**config.mk**
```make
export PLATFORM = sky130hd
export DESIGN_NAME = if_fetch_unit
export DESIGN_NICKNAME = d
export VERILOG_FILES = /design/src/rtl/if_fetch_unit.sv
export SDC_FILE = /design/constraint.sdc
export NUM_CORES = 1
export LEC_CHECK = 0
export ABC_AREA = 1
export BUFFER_PORTS_ARGS = -buffer_cell sky130_fd_sc_hd__buf_2
export CELL_PAD_IN_SITES_DETAIL_PLACEMENT = 1
export CELL_PAD_IN_SITES_GLOBAL_PLACEMENT = 1
export CORE_AREA = 4 4 148 150
export DETAILED_ROUTE_END_ITERATION = 7
export DIE_AREA = 0 0 152 154
export MAX_ROUTING_LAYER = met4
export PLACE_DENSITY_LB_ADDON = 0.1
export SLEW_MARGIN = 20
export SYNTH_ARGS = -nofsm -noshare
export SYNTH_HDL_FRONTEND = slang
export SYNTH_SLANG_ARGS = --single-unit
```
**constraint.sdc**
```tcl
create_clock -name clk -period 2.2 [get_ports clk]
set_input_delay 0.44 -clock clk [delete_from_list [all_inputs] [get_ports clk]]
set_output_delay 0.44 -clock clk [all_outputs]
set_load 0.1 [all_outputs]
```
**src/rtl/if_fetch_unit.sv**
```systemverilog
// if_fetch_unit: instruction-fetch initiator that owns the PC, drives the ROM and fills IF/ID
module if_fetch_unit #(
    parameter logic [31:0] RESET_PC      = 32'h0000_0000,
    parameter int          INST_MEM_LOG2 = 17
) (
    input  logic        clk,
    input  logic        rst,
    input  logic [2:0]  stall_i,
    input  logic        flush_i,
    input  logic [31:0] new_pc_i,
    input  logic        branch_flag_i,
    input  logic [31:0] branch_target_i,
    output logic        rom_ce_o,
    output logic [31:0] rom_addr_o,
    input  logic [31:0] rom_inst_i,
    output logic [31:0] id_pc_o,
    output logic [31:0] id_inst_o,
    output logic        addr_err_o,
    output logic [1:0]  fetch_state_o,
    output logic [31:0] fetch_count_o
);
    localparam logic [1:0] IDLE = 2'b00;
    localparam logic [1:0] RUN  = 2'b01;
    localparam logic [1:0] HOLD = 2'b10;

    // ROM word index is addr[INST_MEM_LOG2+1:2], so the depth must fit a 32-bit byte address
    if (INST_MEM_LOG2 < 1 || INST_MEM_LOG2 > 30) begin : g_bad_depth
        $error("if_fetch_unit: INST_MEM_LOG2 out of range");
    end

    logic [31:0] pc;
    logic [31:0] pc_next;
    logic [31:0] redirect_target;
    logic        redirect;
    logic        err_next;
    logic [31:0] captured;
    logic        count_inc;
    logic [1:0]  state;
    logic [1:0]  state_next;

    assign rom_addr_o = pc;
    assign captured   = rom_ce_o ? rom_inst_i : 32'h0;

    // PC next-value selection: flush beats stall beats branch beats sequential fetch
    always_comb begin
        redirect        = flush_i | (~stall_i[0] & branch_flag_i);
        redirect_target = flush_i ? new_pc_i : branch_target_i;
        pc_next         = !rom_ce_o     ? pc :
                          redirect      ? {redirect_target[31:2], 2'b00} :
                          stall_i[0]    ? pc :
                                          pc + 32'd4;
        err_next        = rom_ce_o & redirect & (redirect_target[1:0] != 2'b00);
        count_inc       = rom_ce_o & ~flush_i & ~stall_i[1] & (fetch_count_o != 32'hFFFF_FFFF);
    end

    // ROM enable, PC and misaligned-redirect pulse
    always_ff @(posedge clk) begin
        if (rst) begin
            rom_ce_o   <= 1'b0;
            pc         <= RESET_PC;
            addr_err_o <= 1'b0;
        end else begin
            rom_ce_o   <= 1'b1;
            pc         <= pc_next;
            addr_err_o <= err_next;
        end
    end

    // IF/ID register: flush clears, IF-only stall inserts a bubble, full stall holds
    always_ff @(posedge clk) begin
        if (rst || flush_i) begin
            id_pc_o   <= 32'h0;
            id_inst_o <= 32'h0;
        end else if (stall_i[1] && !stall_i[2]) begin
            id_pc_o   <= 32'h0;
            id_inst_o <= 32'h0;
        end else if (!stall_i[1]) begin
            id_pc_o   <= pc;
            id_inst_o <= captured;
        end
    end

    // Saturating count of real instructions handed to ID
    always_ff @(posedge clk) begin
        if (rst)
            fetch_count_o <= 32'h0;
        else if (count_inc)
            fetch_count_o <= fetch_count_o + 32'd1;
    end

    // FSM state register
    always_ff @(posedge clk) begin
        if (rst)
            state <= IDLE;
        else
            state <= state_next;
    end

    // FSM next state: leaving reset always enables the ROM, flush overrides a PC stall
    always_comb begin
        state_next = (state == IDLE) ? RUN :
                     flush_i         ? RUN :
                     stall_i[0]      ? HOLD : RUN;
    end

    // FSM outputs
    always_comb begin
        fetch_state_o = state;
    end
endmodule
```
-- Word-level counts from Yosys, hierarchy flattened
Cells that the tools add are included.
- equal/unequal tests: 2
- multiplexer cells: 8
- add/subtract/negate cells: 2
- reductions and logical operators: 8
- bitwise operators: 10
- operators by type and width (kind ; count):
    $mux 32 ; 4
    $add 32x1->32 const B ; 1
    $add 32x3->32 const B ; 1
    $ne 32x32->1 const B ; 1
    $and 1x1->1 ; 6
    $mux 1 ; 3
    $not 1->1 ; 3
    $reduce_or 3->1 ; 1
    $logic_not 2->1 ; 1
    $mux 2 ; 1
    $ne 2x1->1 const B ; 1
    $reduce_and 2->1 ; 1
    $reduce_bool 2->1 ; 1
    $reduce_or 2->1 ; 1
    $logic_and 1x1->1 ; 1
    $logic_not 1->1 ; 1
    $logic_or 1x1->1 ; 1
    $or 1x1->1 ; 1
- flip-flop bits (word level): 132
- output and inout port bits: 132
- word-level logic and storage cells: 38
- input bits: 103

-- Longest topological paths before layout
Gate-level depths: netlist (run 1).
- depth after elaboration: 5
- mapped depth: 11
- mapped depth without buffers: 10

-- Worst setup path after synthesis (run 1)
Ideal clock, no wire load.
- path kind: register -> register
- from: reg fetch_count_o[1]
- to: reg fetch_count_o[14]
- arrival time: 2.357 ns
- stages on the path, launching flop included: 12
- library setup time: 0.143 ns
- data required time: 2.057 ns
- slack: -0.300 ns
- path buffers: 1
- period minus slack after synthesis: 2.500 ns
- path through: dfxtp_1 > ha_1 > inv_1 > nor2_4 > nand2_4 > nor2_8 > nand3_4 > nand2_8 > inv_4 > buf_6 > nand2_2 > a21oi_2
- longest elaborated chain between the ends: 2
- elaborated cells on any way between the ends: 3
- RTL lines (what ; line ; RTL):
    from (decl) ; 20 ; output logic [31:0] fetch_count_o
    from (signal assigned) ; 88 ; fetch_count_o <= fetch_count_o + 32'd1;
    parallel branches: the longest is 2 deep, another holds $add 32x1->32 ; n/a ;
Several ways; the timed one is not identified.
A chain may end at the register's enable or synchronous reset.

-- Final worst setup path (run 1)
- from: reg fetch_count_o[21]
- to: out fetch_count_o[21]
No word-level cell between the ends.

==> summary.md, run 1 <==
| Metric | Value |
|---|---|
| Status | finished clean |
| Chip width | 152 um |
| Hold Path Class | input pin to flop |
| Vias in the first global route | between 7000 and 8000 |
| First-pass GRT wire length | between 40000 and 50000 um |
| RSZ-0062 raised after global routing | no |
| Num rows | 53 |
| Leak | approximately 0.0038 uW |
| Cell Chain, Critical Path | buf_2 |
| Largest net degree at the start of global routing | between 80 and 90 |
| Placer Congestion | around 0.84 |
| Critical path required time | ~1.8 ns |
| Initial Util | 0.333 |
| Crit path max-delay cell type | dfxtp_1 |
| Post-synth ARST share | 0 |
| Most frequent cells in the layout | 374 x nand2_1, 230 x buf_2, 148 x nor2_1 |
| Synthesis-to-finish area growth | 29.8% |
| Yosys warns | 0 |
| Latest clock arrival within the worst-skew pair | 0.43 ns |
| Hold_buf cts | 0 |
| CTS Buf Count | 17 |
| Seq/Total Area, Yosys | 0.372 |
| Io pins | ~240 |
| Max Fclk | ~530 MHz |
| Slew Limit Headroom | 0.437 |
| Worst path bufs/invs | 1 |
| Vias | between 7000 and 8000 |
| Share of layout cells above drive strength 1 | 0.274 |
| Max H-tree Level | 4 |
| Syn_area_per_cell | 6.43 um^2 |
| DP Cell Count | between 1500 and 2000 |
| Synth Area in Compound Gates | 0.141 |
| Clock root cell | clkbuf_16 |
| Placeable Area | slightly above 20000 um^2 |
| Fraction of synthesized area in multiplexers | 0.00145 |
| Power Dens Cells | 712 nW/um^2 |
| Resized Gates After CTS | 0 |
| WP data arrival | between 1 and 1.5 ns |
| CP top delay family | flip-flops |
| Setup TNS | 0 ns |
| Pre-antenna DRT Iters | 4 |
| Clock slew at reported path FFs | about 0.07 ns |
| Non-Filler Instances | about 1600 |
| Crit-path max cell delay | roughly 0.52 ns |
| Total die area | 23400 um^2 |
| Post-synth EDFFs | 0 |
| Detailed placement HPWL | between 15000 and 20000 um |
| Skew final | 0.0130 ns |
| Max Cap Violations | 0 |
| Largest family of logic cells by synthesized area | simple AND/OR/NAND/NOR gates |
| Post-synth top flop | dfxtp_1 |
| Layout Nets | 1394 |
| Final WL | 26300 um |
| Setup Buffers After CTS | 0 |
| Final period util | 0.860 |
| Fraction of the mapped netlist area in adder cells | 0.00364 |
| Final Slew Violations | 0 |
| WL/cell | around 17 um |
| Maximum vdd drop | approximately 0.00049 V |
| Post-route worst setup slack | around 0.31 ns |
| DR vias/cell | 4.82 |
| Die Y | between 150 and 200 um |
| Post-Synth Simple-Gate Area | 0.384 |
| Nature of the critical path startpoint | flop |
| Post-Syn Area | ~7000 um^2 |
| DRC | 0 |
| Number of port buffers | 230 |
| Post-synthesis instance total | ~1100 |
| Routed Antenna Nets | 0 |
| XOR/XNOR share of the synthesized area | 0.0242 |
| Initial antenna violation count | 8 |
| Slew @ Worst Pin | between 0.8 and 0.9 ns |
| Final Hold Fails | 0 |
| Min Clock Period, post-route | roughly 1.9 ns |
| Clock tree buffer depth | 2 |
| FF+latch count, synth | about 130 |
| GRT Total Usage | 0.227 |
| Setup WS pre-CTS | slightly below 0.2 ns |
| CTS tree | done |
| Design Power | between 6000 and 7000 uW |
| Initial DRC count | between 300 and 400 |
| Num Clock Sinks | 128 |
| CP Capture Type | output pin |
| Netlist cell types | 39 |
| Final setup vio count | 0 |
| GRT Residual Overflow | 0 |
| Setup Crit Path Kind | flop to output pin |
| Most common cell after layout, fill and taps aside | nand2_1 |
| Maximum fanout along the worst path | 7 |
cell usage after synthesis (all sizes together) (3+ instances only):
| cell type | instances | area, um^2 |
|---|---|---|
| nand2 | 401 | 1590 |
| inv | 60 | 228 |
| xor2 | 12 | 105 |
| a21oi | 120 | 672 |
| o21ai | 31 | 155 |
| a31oi | 17 | 106 |
| xnor2 | 7 | 61.3 |
| clkbuf | 33 | 124 |
| buf | 19 | 143 |
| nand3 | 54 | 283 |
| nor2 | 154 | 617 |
| nor3 | 5 | 25.0 |
| dfxtp | 128 | 2560 |
| nand3b | 9 | 67.6 |
| nand4 | 6 | 37.5 |
| and2 | 3 | 18.8 |
cell families (layout without fill, tap and decap cells):
group / count (synthesis) / count (layout)
flip-flops: 128 / 128
AND/OR/NAND/NOR: 632 / 632
other: 1 / 12
AO/OA/AOI/OAI: 173 / 173
buffers and inverters: 114 / 343
XOR/XNOR: 19 / 19
multiplexers: 1 / 1
adder cells (fa/ha/maj): 2 / 2
report_power, final:
group,internal (uW),total (uW),switching [uW]
Combinational,238,1060,823
Clock,1620,2850,1230
Sequential,2380,2450,74.8
Total,4240,6360,2120
routing by layer:
metal	global-route usage	vias to the layer above	wire length, um
met1	0.271	3614	11800
met4	0.0582	0	405
met3	0.0552	31	1020
met2	0.385	136	13100
li1	-	3861	-
met5	-	-	0
registers in the layout, summed over array words and instances, names as in the netlist:
name           flops
id_pc_o           30
addr_err_o         1
fetch_count_o     32
id_inst_o         32
rom_addr_o        30
fetch_state_o      2
rom_ce_o           1
cell type report:
class,instances,area [um^2]
tap,275,344
multi-input combinational,831,3830
sequential,128,2590
inverter,62,235
timing repair buffer,249,1330
clock inverter,14,143
antenna,8,20.0
fill,2805,11800
clock buffer,18,439
final timing paths:
kind                                         from           endpoint  slack, ns  cells after the start
worst min-delay path                rom_inst_i[6]       id_inst_o[6]       0.25                      3
worst min register to register      id_inst_o[16]      id_inst_o[16]       0.45                      2
worst max register to register   fetch_count_o[1]   fetch_count_o[0]       0.31                     10
worst max-delay path            fetch_count_o[21]  fetch_count_o[21]       0.31                      1
worst reg2reg max path: stages (launching register included):
cell and delay, ns:
dfxtp_2 0.36, ha_1 0.24, inv_1 0.11, nor2_4 0.17
nand2_4 0.11, nor2_8 0.15, nand3_4 0.14, nand2_8 0.12
buf_12 0.19, o21ai_0 0.11, a21oi_1 0.13
stage by stage:
| step | util | hold slack [ns] | instance area [um^2] |
|---|---|---|---|
| finish | 0.432 | 0.249 | 8930 |
| detailed placement | 0.403 | 0.448 | 8330 |
| global route | 0.432 | 0.243 | 8930 |
| global placement | 0.403 | 0.441 | 8330 |
| floorplan | - | 0.584 | 6920 |
| CTS | 0.431 | 0.236 | 8910 |
Note: power is estimated with default switching activity, not from simulation.
==> run 2: changes to the inputs <==
--- a/config.mk
+++ b/config.mk
@@ -7,7 +7,7 @@
 export LEC_CHECK = 0
 export ABC_AREA = 1
 export BUFFER_PORTS_ARGS = -buffer_cell sky130_fd_sc_hd__buf_2
-export CELL_PAD_IN_SITES_DETAIL_PLACEMENT = 1
+export CELL_PAD_IN_SITES_DETAIL_PLACEMENT = 0
 export CELL_PAD_IN_SITES_GLOBAL_PLACEMENT = 1
 export CORE_AREA = 4 4 148 150
 export DETAILED_ROUTE_END_ITERATION = 7
==> summary.md, run 2 (synthesis results as in run 1) <==
| Metric | Value |
|---|---|
| Max Cap Violations | 0 (unchanged) |
| GRT Total Usage | 0.209 (-0.0179) |
| Detailed placement HPWL | 18500 um (-6.6%) |
| Clock tree buffer depth | 2 (unchanged) |
| Top Metal Used | met4 |
| Power Dens Cells | 720 nW/um^2 (+1.1%) |
| Clock root cell | clkbuf_16 |
| Int Power | 4330 uW (+2.2%) |
| Maximum fanout along the worst path | 6 (-1) |
| Regs by FF count | fetch_count_o x32, id_inst_o x32 |
| Final Slew Violations | 0 (unchanged) |
| Placeable Area | 20700 um^2 (unchanged) |
| WL/cell | 15.4 um (-7.0%) |
| Final WL | 24500 um (-7.0%) |
| Slew Limit Headroom | 0.436 (-0.00163) |
| Metal3 WL | 1320 um (+30%) |
| Gate power share | 0.162 (-0.005) |
| WHS | 0.253 ns (+0.00409 ns) |
| CTS tree | done |
| Setup WS pre-CTS | 0.254 ns (+0.0551 ns) |
| Placer Congestion | 0.844 (unchanged) |
| NetSw | 2120 uW (-0.41%) |
| Largest net degree at the start of global routing | 85 (unchanged) |
| Worst path bufs/invs | 1 (unchanged) |
| Post-route worst setup slack | 0.313 ns (+0.00524 ns) |
| Final Hold Fails | 0 (unchanged) |
| Most frequent cells in the layout | 374 x nand2_1, 230 x buf_2, 148 x nor2_1 |
| Initial Util | 0.333 (unchanged) |
| Leak | 0.00381 uW (+0.46%) |
| Setup Crit Path Kind | flop to output pin |
| GRT Residual Overflow | 0 (unchanged) |
| Total die area | 23400 um^2 (unchanged) |
| Hold Path Class | input pin to flop |
| Met2 routed WL | 11800 um (-9.8%) |
| Clk pwr share | 0.457 (+0.009) |
| DP Cell Count | 1545 (unchanged) |
| Max Fclk | 530 MHz (+0.28%) |
| Maximum vdd drop | 0.000504 V (+2.2%) |
| Setup TNS | 0 ns (unchanged) |
| Num rows | 53 (unchanged) |
| Clock slew at reported path FFs | 0.07 ns (about the same) |
| Chip width | 152 um (unchanged) |
| Status | finished clean |
| Switching Share | 0.328 (-0.00570) |
| R2r startpoint | fetch_count_o[1] |
| Vias in the first global route | 7039 (-9.4%) |
| Final period util | 0.858 (-0.00238) |
| Crit-path max cell delay | 0.52 ns (about the same) |
| WL met1 | 11000 um (-7.2%) |
| Cell Chain, Critical Path | buf_2 |
| CTS Buf Count | 17 (unchanged) |
| Num Clock Sinks | 128 (unchanged) |
| Latest clock arrival within the worst-skew pair | 0.43 ns (about the same) |
| Routed Antenna Nets | 0 (unchanged) |
| DR vias/cell | 4.66 (-3.3%) |
| Final setup vio count | 0 (unchanged) |
| Synthesis-to-finish area growth | 30.1% |
| Io pins | 235 (unchanged) |
| WP data arrival | 1.45 ns (about the same) |
| Initial antenna violation count | 8 (unchanged) |
| Hold_buf cts | 0 (unchanged) |
| Resized Gates After CTS | 0 (unchanged) |
| Crit path max-delay cell type | dfxtp_1 |
| Fillers | 2347 (-16%) |
| Nature of the critical path startpoint | flop |
| Number of port buffers | 230 (unchanged) |
| Pre-antenna DRT Iters | 5 (+1) |
| Die Y | 154 um (unchanged) |
| Max H-tree Level | 4 (unchanged) |
| Setup Buffers After CTS | 0 (unchanged) |
| DRC | 0 (unchanged) |
| Most common cell after layout, fill and taps aside | nand2_1 |
| Skew final | 0.0109 ns (-0.00211 ns) |
| Min-delay src | rom_inst_i[14] |
| Min Clock Period, post-route | 1.89 ns (-0.00524 ns) |
| First-pass GRT wire length | 38200 um (-8.6%) |
| Sequential Power Share | 0.380 (-0.005) |
| CP Capture Type | output pin |
| Slew @ Worst Pin | 0.846 ns (+0.00244 ns) |
| Design Power | 6440 uW (+1.3%) |
| Critical path required time | 1.76 ns (about the same) |
| Layout Nets | 1394 (unchanged) |
| RSZ-0062 raised after global routing | no |
| Crit. Startpoint | rom_addr_o[12] |
| Share of layout cells above drive strength 1 | 0.273 (-0.000768) |
| CP top delay family | flip-flops |
| Non-Filler Instances | 1585 (unchanged) |
| Initial DRC count | 362 (+4.9%) |
| Vias | 7391 (-3.3%) |
-- run 2: changes by cell type in the layout (fill, tap and decap cells not counted) --
cell	delta
bufinv_16	+1
clkbuf_8	-1
inv_6	-1
clkinvlp_4	-3
inv_8	+1
clkinv_4	+2
clkbuf_1	+1
-- run 2: metal layers --
layer / GRT usage / vias to the layer above
met3: 0.0493 / 23
met4: 0.0565 / 0
met2: 0.342 / 181
met1: 0.259 / 3321
met5: - / -
li1: - / 3866
-- run 2: layout make-up --
type	count	area (um^2)	share of cell area
Clock inverter	14	170	0.0190
Sequential cell	128	2590	0.289
Clock buffer	18	429	0.0480
Tap cell	275	344	0.0385
Multi-Input combinational cell	831	3830	0.428
Inverter	62	235	0.0263
Antenna cell	8	20.0	0.00224
Timing Repair Buffer	249	1330	0.149
-- run 2: power groups by stage --
stage | clock [uW] | combinational [uW] | sequential, uW
finish | 2950 | 1050 | 2450
global route | 3100 | 1120 | 2460
CTS | 3010 | 1060 | 2450
detailed placement | 0 | 1060 | 2500
global placement | 0 | 1060 | 2500
floorplan | 0 | 365 | 2900
-- run 2: worst paths after layout --
check                      endpoint  slack, ns  depth (start not counted)
hold reg to reg       id_inst_o[16]       0.46                          2
setup reg to reg  fetch_count_o[13]       0.36                         10
hold / removal        id_inst_o[14]       0.25                          3
setup / recovery     rom_addr_o[12]       0.31                          1
-- run 2: stage by stage --
| stage | cell area, um^2 | utilization |
|---|---|---|
| global route | 8950 | 0.433 |
| detailed placement | 8330 | 0.403 |
| finish | 8950 | 0.433 |
| floorplan | 6920 | - |
| global placement | 8330 | 0.403 |
| CTS | 8930 | 0.432 |
